<file path="config.mk">
export PLATFORM = sky130hd
export DESIGN_NAME = mod_differencer
export DESIGN_NICKNAME = d
export VERILOG_FILES = /design/src/rtl/mod_differencer.sv
export SDC_FILE = /design/constraint.sdc
export NUM_CORES = 1
export LEC_CHECK = 0
export CAP_MARGIN = 20
export CORE_MARGIN = 2
export CORE_UTILIZATION = 42
export CTS_CLUSTER_DIAMETER = 120
export CTS_CLUSTER_SIZE = 12
export DETAILED_ROUTE_END_ITERATION = 8
export PLACE_DENSITY = 0.64
export SYNTH_ARGS = -nofsm -noshare
export SYNTH_HDL_FRONTEND = slang
export SYNTH_SLANG_ARGS = --single-unit
</file>
<file path="constraint.sdc">
create_clock -name clk -period 3.8 [get_ports clk]
set_clock_uncertainty 0.2 [all_clocks]
set_input_delay 0.76 -clock clk [delete_from_list [all_inputs] [get_ports clk]]
set_output_delay 0.76 -clock clk [all_outputs]
set_load 0.05 [all_outputs]
</file>
<file path="src/rtl/mod_differencer.sv">
// Modulo-M differencer: recovers d[n] = (x[n] - x[n-1]) mod M from a phase stream,
// flags each wrap-around and keeps a running wrap count.
//
// state   | meaning
// S_EMPTY | no reference sample held; next legal sample becomes the reference
// S_RUN   | reference held; each legal sample produces one difference
module mod_differencer #(
  parameter int M  = 100,
  parameter int CW = 16,
  localparam int W = (M > 1) ? $clog2(M) : 1
) (
  input  logic          clk,
  input  logic          rst_n,
  input  logic          restart,
  input  logic          in_valid,
  output logic          in_ready,
  input  logic [W-1:0]  in_phase,
  output logic          out_valid,
  input  logic          out_ready,
  output logic [W-1:0]  out_diff,
  output logic          out_wrap,
  output logic [CW-1:0] wrap_cnt,
  output logic          primed,
  output logic          err
);

  typedef enum logic {
    S_EMPTY = 1'b0,
    S_RUN   = 1'b1
  } state_t;

  localparam logic [W:0]   M_EXT = (W+1)'(M);
  localparam logic [W-1:0] M_LO  = W'(M);

  state_t        r_state,     w_state_nxt;
  logic [W-1:0]  r_prev,      w_prev_nxt;
  logic          r_out_valid, w_out_valid_nxt;
  logic [W-1:0]  r_out_diff,  w_out_diff_nxt;
  logic          r_out_wrap,  w_out_wrap_nxt;
  logic [CW-1:0] r_wrap_cnt,  w_wrap_cnt_nxt;
  logic          r_err,       w_err_nxt;

  logic          w_in_ready;
  logic          w_in_xfer;
  logic          w_legal;
  logic          w_below;
  logic [W-1:0]  w_diff;

  assign w_in_ready = ~restart & (~r_out_valid | out_ready);
  assign w_in_xfer  = in_valid & w_in_ready;
  assign w_legal    = ({1'b0, in_phase} < M_EXT);
  assign w_below    = (in_phase < r_prev);
  // True result is below M <= 2^W, so modulo-2^W arithmetic yields it exactly.
  assign w_diff     = in_phase - r_prev + (w_below ? M_LO : '0);

  always_comb begin
    w_state_nxt     = r_state;
    w_prev_nxt      = r_prev;
    w_out_valid_nxt = r_out_valid & ~out_ready;
    w_out_diff_nxt  = r_out_diff;
    w_out_wrap_nxt  = r_out_wrap;
    w_wrap_cnt_nxt  = r_wrap_cnt;
    w_err_nxt       = r_err;

    if (restart) begin
      w_state_nxt     = S_EMPTY;
      w_out_valid_nxt = 1'b0;
      w_wrap_cnt_nxt  = '0;
      w_err_nxt       = 1'b0;
    end else if (w_in_xfer) begin
      if (!w_legal) begin
        w_err_nxt = 1'b1;
      end else begin
        case (r_state)
          S_EMPTY: begin
            w_prev_nxt  = in_phase;
            w_state_nxt = S_RUN;
          end
          S_RUN: begin
            w_prev_nxt      = in_phase;
            w_out_diff_nxt  = w_diff;
            w_out_wrap_nxt  = w_below;
            w_out_valid_nxt = 1'b1;
            if (w_below) w_wrap_cnt_nxt = r_wrap_cnt + CW'(1);
          end
          default: w_state_nxt = S_EMPTY;
        endcase
      end
    end
  end

  always_ff @(posedge clk or negedge rst_n) begin
    if (!rst_n) begin
      r_state <= S_EMPTY;
    end else begin
      r_state <= w_state_nxt;
    end
  end

  always_ff @(posedge clk or negedge rst_n) begin
    if (!rst_n) begin
      r_prev      <= '0;
      r_out_valid <= 1'b0;
      r_out_diff  <= '0;
      r_out_wrap  <= 1'b0;
      r_wrap_cnt  <= '0;
      r_err       <= 1'b0;
    end else begin
      r_prev      <= w_prev_nxt;
      r_out_valid <= w_out_valid_nxt;
      r_out_diff  <= w_out_diff_nxt;
      r_out_wrap  <= w_out_wrap_nxt;
      r_wrap_cnt  <= w_wrap_cnt_nxt;
      r_err       <= w_err_nxt;
    end
  end

  assign in_ready  = w_in_ready;
  assign out_valid = r_out_valid;
  assign out_diff  = r_out_diff;
  assign out_wrap  = r_out_wrap;
  assign wrap_cnt  = r_wrap_cnt;
  assign primed    = (r_state == S_RUN);
  assign err       = r_err;

endmodule

</file>
Word level (Yosys, flattened, before mapping). Cells that the tools add are included.

Add/sub/neg operators: 3. Order comparisons: 2. Eq/ne operators: 1. Mux-type cells: 16. Bitwise logic cells: 7. Reduce and logical (&&, ||, !) cells: 9.

Operators by type and width (number): $mux W16 (5); $add A16 B1 Y16 const B (1); $mux W1 (10); $reduce_and A4 Y1 (2); $reduce_bool A2 Y1 (4); $add A7 B7 Y7 (1); $lt A7 B7 Y1 (1); $lt A7 B7 Y1 const B (1); $mux W7 (1); $sub A7 B7 Y7 (1); $reduce_and A2 Y1 (2); $and A1 B1 Y1 (3); $not A1 Y1 (3); $reduce_and A3 Y1 (1); $ne A2 B2 Y1 const B (1); $or A1 B1 Y1 (1).

Register bits: 34. Bits of input ports: 12. Output and inout port bits: 28.

Logic depth before layout (Yosys ltp). Gate-level depths: netlist of run 1.

Word-level depth: 6. Gate-level depth with buffers: 14. Gate-level depth less buffers: 14.

Worst setup path before layout of run 1. OpenSTA, ideal clock, no wires.

Path type: input port to flip-flop. Start point: in in_phase[3]. End point: reg r_out_diff[5], in the netlist out_diff[5]. Setup time: 136 ps. Arrival time: 3373 ps. Required time: 3464 ps. Setup slack: 91 ps. Cell stages on the path: 12. Cell sequence: ha_1 -> fa_1 -> nand3_1 -> nand2_1 -> or2_2 -> fa_1 -> inv_1 -> fa_1 -> a21o_1 -> a21oi_1 -> xor2_1 -> o21ai_0.

Longest elaborated chain between the ends: 3.

Ends and longest elaborated chain: start, declared (RTL line 17) `input logic [W-1:0] in_phase,`; $lt A7 B7 Y1 (RTL line 52) `assign w_below = (in_phase < r_prev);`; $mux W7 (RTL line 54) `assign w_diff = in_phase - r_prev + (w_below ? M_LO : '0);`; $add A7 B7 Y7 (RTL line 54); end signal, assigned (RTL line 111) `r_out_diff <= w_out_diff_nxt;`; end, declared (RTL line 38) `logic [W-1:0] r_out_diff, w_out_diff_nxt;`.

Several ways; a longest one is shown, not always the timed one. A chain may end at the register's enable or synchronous reset.

Final worst setup path of run 1. Ends and elaborated chain as after synthesis.

==> out/qor.txt, run 1 <==
Max Clock Freq - 276 MHz
Register bit total from synthesis - 34
Via/cell ratio - 5.26
Yosys warns - 0
TritonCTS clock tree - done
Least-Margin Pin Slew - 695 ps
Io pins - 40
Most frequent cells in the layout - clkdlybuf4s50_1 (38), dfrtp_1 (34), buf_4 (26)
Status - complete, no violations
Final hold vios - 0
Gate Count Post-Synth - 199
Clock slew at reported path FFs - 70 ps
Post-layout minimum cycle time - 3620 ps
CP required - 3760 ps
DRT iter0 DRCs - 74
Top-area cell type share of the netlist area - 43.6%
FF-to-FF End - out_diff[5]
Min-delay worst type - reg2reg
Die Wd - 72.2 µm
Critical Path Source Type - input pin
Ys async rst share - 100%
Largest net degree at the start of global routing - 35
Max cap viols - 0
Starting Density - 44.2%
Most common cell after layout, fill and taps aside - clkdlybuf4s50_1
DRT antenna net count - 0
Post-route setup slack - 182 ps
Initial antenna violation count - 0
Mapped Area - 1950 µm²
Critical Path Fanout Max - 3
I/O Buffers - 39
DRC viols - 0
Sequential area share after synthesis - 43.6%
Reg2reg start - r_prev[2]
Dominant synthesized flop cell - dfrtp_1
Slew Limit Headroom - 53.2%
Setup TNS - 0 ps
Worst Setup EP - out_diff[5]
Total number of vias - 1662
N_diodes - 0
Overflow after GRT - 0
Final period util - 95.2%
Leak - 1.18 nW
Detailed Place HPWL - 3.24 mm
Routed Wire Length - 4.41 mm
DR WL/cell - 14.0 µm
Core Rows - 24
Crit end category - flop
Distinct cells, synth - 41
CP arrival - 3580 ps
Clk_lat worst skew - 290 ps
Crit path kind - in2reg
Share of layout cells above drive strength 1 - 18.2%
Worst slack at placement - -388 ps
CTS root buffer - clkbuf_8
First-pass GRT wire length - 7.21 mm
Total core area - 4410 µm²
RD Place Congestion - 0.845
Yosys top cell by area - dfrtp_1
Clk buf depth - 2
Overall die height - 72.2 µm
Unrepaired setup endpoints after global routing - no
VDD IR max - 0.272 mV
H-tree Lvls - 2
Post-synthesis net count - 228
Register-to-Register Path Depth - 12
Reg2reg setup slack - 710 ps
Inserted Clock Buffers - 5
Beginning of the critical path - in_phase[3]
Finish-stage setup viols - 0
1st-pass router iterations - 4
Pwr/cell area - 490 nW/µm²
CTS Sinks - 34
Die footprint - 5210 µm²
Final #Nets - 292
Final Max Tran Viols - 0
GRT Util Overall - 18.0%
Synth top area cells - dfrtp_1 (44%), ha_1 (8.3%), fa_1 (4.1%)
Vias in the first global route - 1538
Mean area per synthesized cell - 9.81 µm²
Area Overhead vs Synth - 38.8%
EDFF count, synth - 0
-- worst min-delay path by stage --
stage,from,endpoint,cells after the start,slack [ps]
2_1_floorplan,r_prev[0],r_prev[0],2,250
3_3_place_gp,out_wrap,out_wrap,2,260
3_5_place_dp,out_diff[4],out_diff[4],2,270
4_1_cts,out_diff[4],out_diff[4],2,290
5_1_grt,out_wrap,out_wrap,2,300
6_report,out_diff[3],out_diff[3],2,280
-- kinds of logic after synthesis --
family | share of synthesized area [%]
adders and majority gates | 12.4
buffers and inverters | 4.29
AOI/OAI and AO/OA | 15.6
and+or+nand+nor | 17.5
muxes | 1.67
DFF | 43.6
xor gates and xnor gates | 4.93
-- layer usage --
layer	vias to the layer above	part of all wire, %	global-route usage (%)
met4	0	1.7	6.92
li1	840	-	-
met5	-	0	0
met2	38	44	26.3
met1	777	50	25.8
met3	7	3.9	4.44
-- sequential cells by signal, indices dropped and copies added (netlist names) --
signal and flops:
wrap_cnt 16, out_diff 7, r_prev 7, err 1, out_valid 1, out_wrap 1, primed 1
-- layout make-up --
cell class | instances | area [µm²]
fill | 392 | 1700
multi-input combinational | 143 | 1070
sequential | 34 | 851
timing repair buffer | 64 | 576
clock buffer | 7 | 86.3
tap | 52 | 65.1
inverter | 15 | 56.3
clock inverter | 1 | 5.00
-- worst max-delay path, cell delays in order --
cell	delay [ps]
clkdlybuf4s50_1	430
ha_2	200
fa_2	340
nand3_2	80
nand2_1	70
or2_4	240
fa_1	490
inv_2	60
fa_2	370
a21o_1	190
a21oi_2	130
xor2_1	140
o21ai_0	80
-- cells in the mapped netlist, drive strengths merged, types with 2 or more instances --
cell	n
dfrtp	34
o21ai	15
inv	15
ha	13
nand3	10
nand3b	2
or3	4
fa	4
and2	2
buf	2
and3	2
a21oi	15
o311ai	2
xor2	2
or4	2
o31ai	2
nor2	8
mux2	2
nand4	5
a21o	4
clkbuf	5
and4	2
xnor2	9
nor4	6
nand2	18
-- where the power goes --
| group | leakage [nW] | switching (mW) | internal (mW) |
|---|---|---|---|
| registers | 0.446 | 0.0257 | 0.415 |
| clock network | 0.0482 | 0.134 | 0.146 |
| logic | 0.689 | 0.343 | 0.263 |
-- timing repair --
action,4_1_cts,5_1_grt
setup buffers,0,1
pin swaps,1,3
gates resized for setup,4,7
endpoints found under the setup margin,2,3
cloned,0,0
hold buffers,0,0
-- through the flow --
step	area, µm²	std cells	hold WS (ps)	util, %	power [mW]
detailed placement	2560	307	269	58.0	1.02
global placement	2560	307	260	58.0	1.01
global route	2710	316	299	61.4	1.41
finish	2710	316	278	61.4	1.33
CTS	2660	315	285	60.3	1.31
floorplan	1950	199	254	-	0.809
No activity file was read; power rests on OpenSTA's default activity.
==> run 2: changes to the inputs <==
--- a/config.mk
+++ b/config.mk
@@ -6,6 +6,7 @@
 export NUM_CORES = 1
 export LEC_CHECK = 0
 export CAP_MARGIN = 20
+export CORE_ASPECT_RATIO = 0.6
 export CORE_MARGIN = 2
 export CORE_UTILIZATION = 42
 export CTS_CLUSTER_DIAMETER = 120
==> run 2 against run 1 <==
Combinational power increased by 1%; critical path type unchanged; final cell count up 3.8%; register-to-register slack worse by 110 ps; critical endpoint unchanged; count of clock-buffer cells in the layout is the same; largest cell class unchanged; highest routed layer unchanged; die area is 0.33% higher.
==> out/qor.txt, run 2 (synthesis gave the netlist of run 1 again) <==
Status - complete, no violations
DRC viols - 0 (unchanged)
Register-to-Register Path Depth - 13 (+1)
DR WL/cell - 15.0 µm (+7.6%)
CP required - 3770 ps (about the same)
Non-Filler Instances - 328 (+3.8%)
CP arrival - 3710 ps (+130 ps)
Hold Worst Slack - 278 ps (+0.0820 ps)
Min-delay worst type - reg2reg
Setup TNS - 0 ps (unchanged)
H-tree Lvls - 2 (unchanged)
Switching share of total power - 38.8% (+0.94 points)
Final Instance Area - 2720 µm² (+0.37%)
Placed Area - 2570 µm² (+0.54%)
Vias in the first global route - 1636 (+6.4%)
Clk_lat worst skew - 290 ps (about the same)
First-pass GRT wire length - 8.17 mm (+13%)
Leak - 1.19 nW (+0.39%)
Worst slack at placement - -403 ps (-14.7 ps)
Max cap viols - 0 (unchanged)
Most common cell after layout, fill and taps aside - clkdlybuf4s50_1
Inst Count DP - 318 (+3.6%)
Final hold vios - 0 (unchanged)
Clock power share - 21.2% (about the same)
Die Wd - 92.0 µm (+27%)
Inserted Clock Buffers - 5 (unchanged)
Final period util - 98.4% (+3.2 points)
Post-route setup slack - 60.6 ps (-121 ps)
Comb power frac - 45.7% (about the same)
DRT iter0 DRCs - 95 (+28%)
Switching pwr - 0.520 mW (+3.4%)
Final Max Tran Viols - 0 (unchanged)
Crit path kind - in2reg
Core Rows - 19 (-21%)
Max Clock Freq - 267 MHz (-3.2%)
Power share of the sequential group - 33.0% (-0.2 points)
GRT Util Overall - 20.3% (+2.3 points)
Pwr/cell area - 492 nW/µm² (+0.53%)
Max reg flops - 16 (unchanged)
Critical Path Source Type - input pin
Area Overhead vs Synth - 39.3%
Overall die height - 56.8 µm (-21%)
CTS root buffer - clkbuf_8
I/O Buffers - 39 (unchanged)
Post-layout minimum cycle time - 3740 ps (+121 ps)
CTS Sinks - 34 (unchanged)
DRT antenna net count - 0 (unchanged)
TritonCTS clock tree - done
Int Pwr - 0.819 mW (-0.62%)
Largest net degree at the start of global routing - 35 (unchanged)
Slew Limit Headroom - 64.4% (+11 points)
Clock slew at reported path FFs - 70 ps (about the same)
Finish-stage setup viols - 0 (unchanged)
RD Place Congestion - 0.853 (+0.88%)
Starting Density - 43.2% (-1.0 points)
1st-pass router iterations - 4 (unchanged)
Crit end category - flop
VDD IR max - 0.216 mV (-21%)
Io pins - 40 (unchanged)
Total power - 1.34 mW (+0.91%)
Final #Nets - 293 (+0.34%)
Via/cell ratio - 5.17 (-1.7%)
Detailed Place HPWL - 3.55 mm (+9.7%)
Routed Wire Length - 4.93 mm (+12%)
Total number of vias - 1696 (+2.0%)
Least-Margin Pin Slew - 529 ps (-166 ps)
Critical Path Fanout Max - 3 (unchanged)
N_diodes - 0 (unchanged)
Hold path depth - 2 (unchanged)
Overflow after GRT - 0 (unchanged)
Most frequent cells in the layout - clkdlybuf4s50_1 (38), dfrtp_1 (34), buf_4 (27)
Fin util - 60.2% (-1.2 points)
Clk buf depth - 2 (unchanged)
Initial antenna violation count - 0 (unchanged)
Share of layout cells above drive strength 1 - 18.5% (+0.31 points)
Total core area - 4520 µm² (+2.3%)
Die footprint - 5230 µm² (+0.33%)
-- run 2: power by group through the flow --
stage	clock network [mW]	logic [mW]	registers (mW)
finish	0.284	0.612	0.442
global route	0.306	0.665	0.450
CTS	0.288	0.583	0.444
detailed placement	0	0.571	0.451
floorplan	0	0.214	0.595
global placement	0	0.566	0.449
-- run 2: repair_timing --
| item | in CTS | in global routing |
|---|---|---|
| setup endpoints to repair | 2 | 3 |
| buffers inserted | 0 | 2 |
| gates cloned | 0 | 0 |
| hold buffers | 0 | 0 |
| hold endpoints to repair | 0 | 0 |
| resized for setup | 4 | 6 |
| pin swaps | 2 | 3 |
-- run 2: routing by layer --
metal  global-route usage, %  part of all wire [%]
met2                    27.2                    40
met4                    5.97                  0.93
met3                    4.83                   4.6
met1                    32.1                    54
met5                       0                     0
-- run 2: critical path, cell delays in order --
cell	delay [ps]
clkdlybuf4s50_1	430
ha_2	200
fa_2	340
nand3_2	80
nand2_1	60
or2_2	300
fa_1	500
inv_2	60
fa_2	390
a21o_1	200
a21oi_2	140
xor2_1	160
o21ai_0	80
-- run 2: final cells by class --
cell class / count / area [µm²]
fill: 401 / 1800
multi-input combinational: 143 / 1060
sequential: 34 / 851
timing repair buffer: 65 / 583
clock buffer: 7 / 86.3
tap: 63 / 78.8
inverter: 15 / 56.3
clock inverter: 1 / 5.00
-- run 2: final timing paths --
check	endpoint	slack, ps	start
setup / recovery	out_diff[5]	60	in_phase[3]
hold / removal	out_diff[4]	280	out_diff[4]
setup reg to reg	out_diff[5]	600	r_prev[3]
hold reg to reg	out_diff[4]	280	out_diff[4]
max in group asynchronous	out_diff[0]	2400	rst_n
min in group asynchronous	wrap_cnt[0]	680	rst_n
==> run 3: changes to the inputs <==
--- a/config.mk
+++ b/config.mk
@@ -7,7 +7,6 @@
 export LEC_CHECK = 0
 export CAP_MARGIN = 20
 export CORE_ASPECT_RATIO = 0.6
-export CORE_MARGIN = 2
 export CORE_UTILIZATION = 42
 export CTS_CLUSTER_DIAMETER = 120
 export CTS_CLUSTER_SIZE = 12
==> run 3 against run 2 <==
Maximum frequency grew 0.55%; register-to-register slack about the same; core utilization is 4.5 points higher; die area shrank 5.6%; cell area up 1.8%; wire length grew 2.8%; via count grew 2.8%; combinational power rose by 3.4%; flip-flop and latch count unchanged; clock power grew 21%; critical path type unchanged; largest power group unchanged.
==> out/qor.txt, run 3 (synthesis gave the netlist of run 1 again) <==
GRT Util Overall - 22.7% (+2.3 points)
Overflow after GRT - 0 (unchanged)
Detailed Place HPWL - 3.77 mm (+6.0%)
Fin util - 64.7% (+4.5 points)
First-pass GRT wire length - 8.32 mm (+1.9%)
Post-layout minimum cycle time - 3720 ps (-20.6 ps)
Vias in the first global route - 1710 (+4.5%)
FF-to-FF End - out_diff[6]
Slew Limit Headroom - 62.3% (-2.1 points)
CP required - 3770 ps (about the same)
Reg2reg start - r_prev[3]
Hold-fix buffers, CTS - 0 (unchanged)
Least-Margin Pin Slew - 560 ps (+30.8 ps)
Total core area - 4280 µm² (-5.3%)
Finish-stage setup viols - 0 (unchanged)
Min-delay worst type - reg2reg
Worst hold endpoint - out_wrap
Die Wd - 90.0 µm (-2.2%)
Hold path depth - 2 (unchanged)
Total power - 1.42 mW (+6.1%)
Max Clock Freq - 269 MHz (+0.55%)
Worst path cell trace - clkdlybuf4s50_1 -> ha_2 -> fa_2 -> nand3_2 -> nand2_2 -> or2_4 -> fa_1 -> inv_2 -> ha_4 -> a211oi_2 -> o21bai_1 -> a21oi_2 -> xnor2_1 -> o21ai_1
Critical path's slowest cell - fa_1
Crit end category - flop
Final hold vios - 0 (unchanged)
Routed Wire Length - 5.07 mm (+2.8%)
Area of the multi-input gates - 1080 µm² (+2.4%)
CP max stage delay - 560 ps (+60 ps)
H-tree Lvls - 2 (unchanged)
Status - complete, no violations
I/O Buffers - 39 (unchanged)
Clk_lat worst skew - 290 ps (about the same)
Via/cell ratio - 5.37 (+3.8%)
Pwr/cell area - 513 nW/µm² (+4.2%)
Fillers - 343 (-14%)
Critical Path Source Type - input pin
Clock slew at reported path FFs - 70 ps (about the same)
CTS Sinks - 34 (unchanged)
Most frequent cells in the layout - clkdlybuf4s50_1 (38), dfrtp_1 (34), buf_4 (28)
Setup TNS - 0 ps (unchanged)
Non-Filler Instances - 325 (-0.91%)
Inserted Clock Buffers - 5 (unchanged)
Clk buf depth - 2 (unchanged)
Core Rows - 18 (-1)
CP arrival - 3690 ps (-20 ps)
Largest net degree at the start of global routing - 35 (unchanged)
Critical Path Fanout Max - 3 (unchanged)
DRT iter0 DRCs - 91 (-4.2%)
Unrepaired setup endpoints after global routing - no
Final Max Tran Viols - 0 (unchanged)
Initial antenna violation count - 0 (unchanged)
DRC viols - 0 (unchanged)
CTS root buffer - clkbuf_8
VDD IR max - 0.296 mV (+37%)
Area Overhead vs Synth - 41.8%
Register-to-Register Path Depth - 14 (+1)
DRT antenna net count - 0 (unchanged)
Crit path kind - in2reg
Final period util - 97.9% (-0.54 points)
Inst Count DP - 317 (-0.31%)
Starting Density - 45.6% (+2.4 points)
Share of layout cells above drive strength 1 - 20.4% (+1.9 points)
RD Place Congestion - 0.960 (+13%)
1st-pass router iterations - 4 (unchanged)
Hold Worst Slack - 275 ps (-2.12 ps)
N_diodes - 0 (unchanged)
DR WL/cell - 15.6 µm (+3.8%)
Leak - 1.20 nW (+1.2%)
Most common cell after layout, fill and taps aside - clkdlybuf4s50_1
Register Area - 851 µm² (unchanged)
Die footprint - 4940 µm² (-5.6%)
Final #Nets - 294 (+0.34%)
Min-delay src - out_wrap
Max reg flops - 16 (unchanged)
Overall die height - 54.8 µm (-3.5%)
Total number of vias - 1744 (+2.8%)
Max cap viols - 0 (unchanged)
Io pins - 40 (unchanged)
Reg2reg setup slack - 600 ps (about the same)
TritonCTS clock tree - done
run 3: changes by cell type in the layout (fill, tap and decap cells not counted), sizes merged:
cell,before,now
buf,27,28
bufinv,0,1
clkbuf,7,6
clkinv,1,0
run 3: per-layer routing:
layer	vias up	wire length (µm)	global-route usage, %
li1	837	-	-
met2	70	2060	32.1
met3	12	332	5.56
met5	-	0	0
met4	0	91	9.68
met1	825	2580	33.0
run 3: worst max path at each step:
stage                      from     endpoint  slack, ps  cells past startpoint
finish              in_phase[3]  out_diff[6]         80                     14
global route        in_phase[4]  out_diff[6]          7                     13
CTS                 in_phase[3]  out_diff[6]         -9                     14
detailed placement  in_phase[3]  out_diff[6]       -460                     14
global placement    in_phase[3]  out_diff[5]       -330                     13
floorplan           in_phase[3]  out_diff[5]         90                     12
run 3: where the power goes:
group / internal (mW) / total (mW) / switching [mW]
Combinational: 0.264 / 0.633 / 0.368
Sequential: 0.415 / 0.443 / 0.0281
Clock: 0.210 / 0.345 / 0.135
Total: 0.889 / 1.42 / 0.532
run 3: timing repair:
item,CTS,global route
setup endpoints to repair,3,3
setup buffers,0,1
gates cloned,0,0
gates resized for setup,5,11
pin swaps,1,9
run 3: stage by stage:
stage / instance area (µm²) / worst slack [ps]
2_1_floorplan: 1950 / 91.1
3_3_place_gp: 2580 / -331
3_5_place_dp: 2580 / -457
4_1_cts: 2720 / -8.57
5_1_grt: 2770 / 6.70
6_report: 2770 / 81.2
run 3: cell type report:
type	count	area share, %
clock inverters	1	1.08
multi-input cells	143	39.2
well taps	60	2.71
inverters	15	2.03
repair buffers	66	21.3
clock buffers	6	2.98
flip-flops and latches	34	30.7
run 3: worst max-delay path: cells and delay by family:
family | cells | cell delay, ps
adders and majority gates | 4 | 1310
AOI/OAI and AO/OA | 4 | 600
buffers and inverters | 2 | 480
and+or+nand+nor | 3 | 390
xor gates and xnor gates | 1 | 140
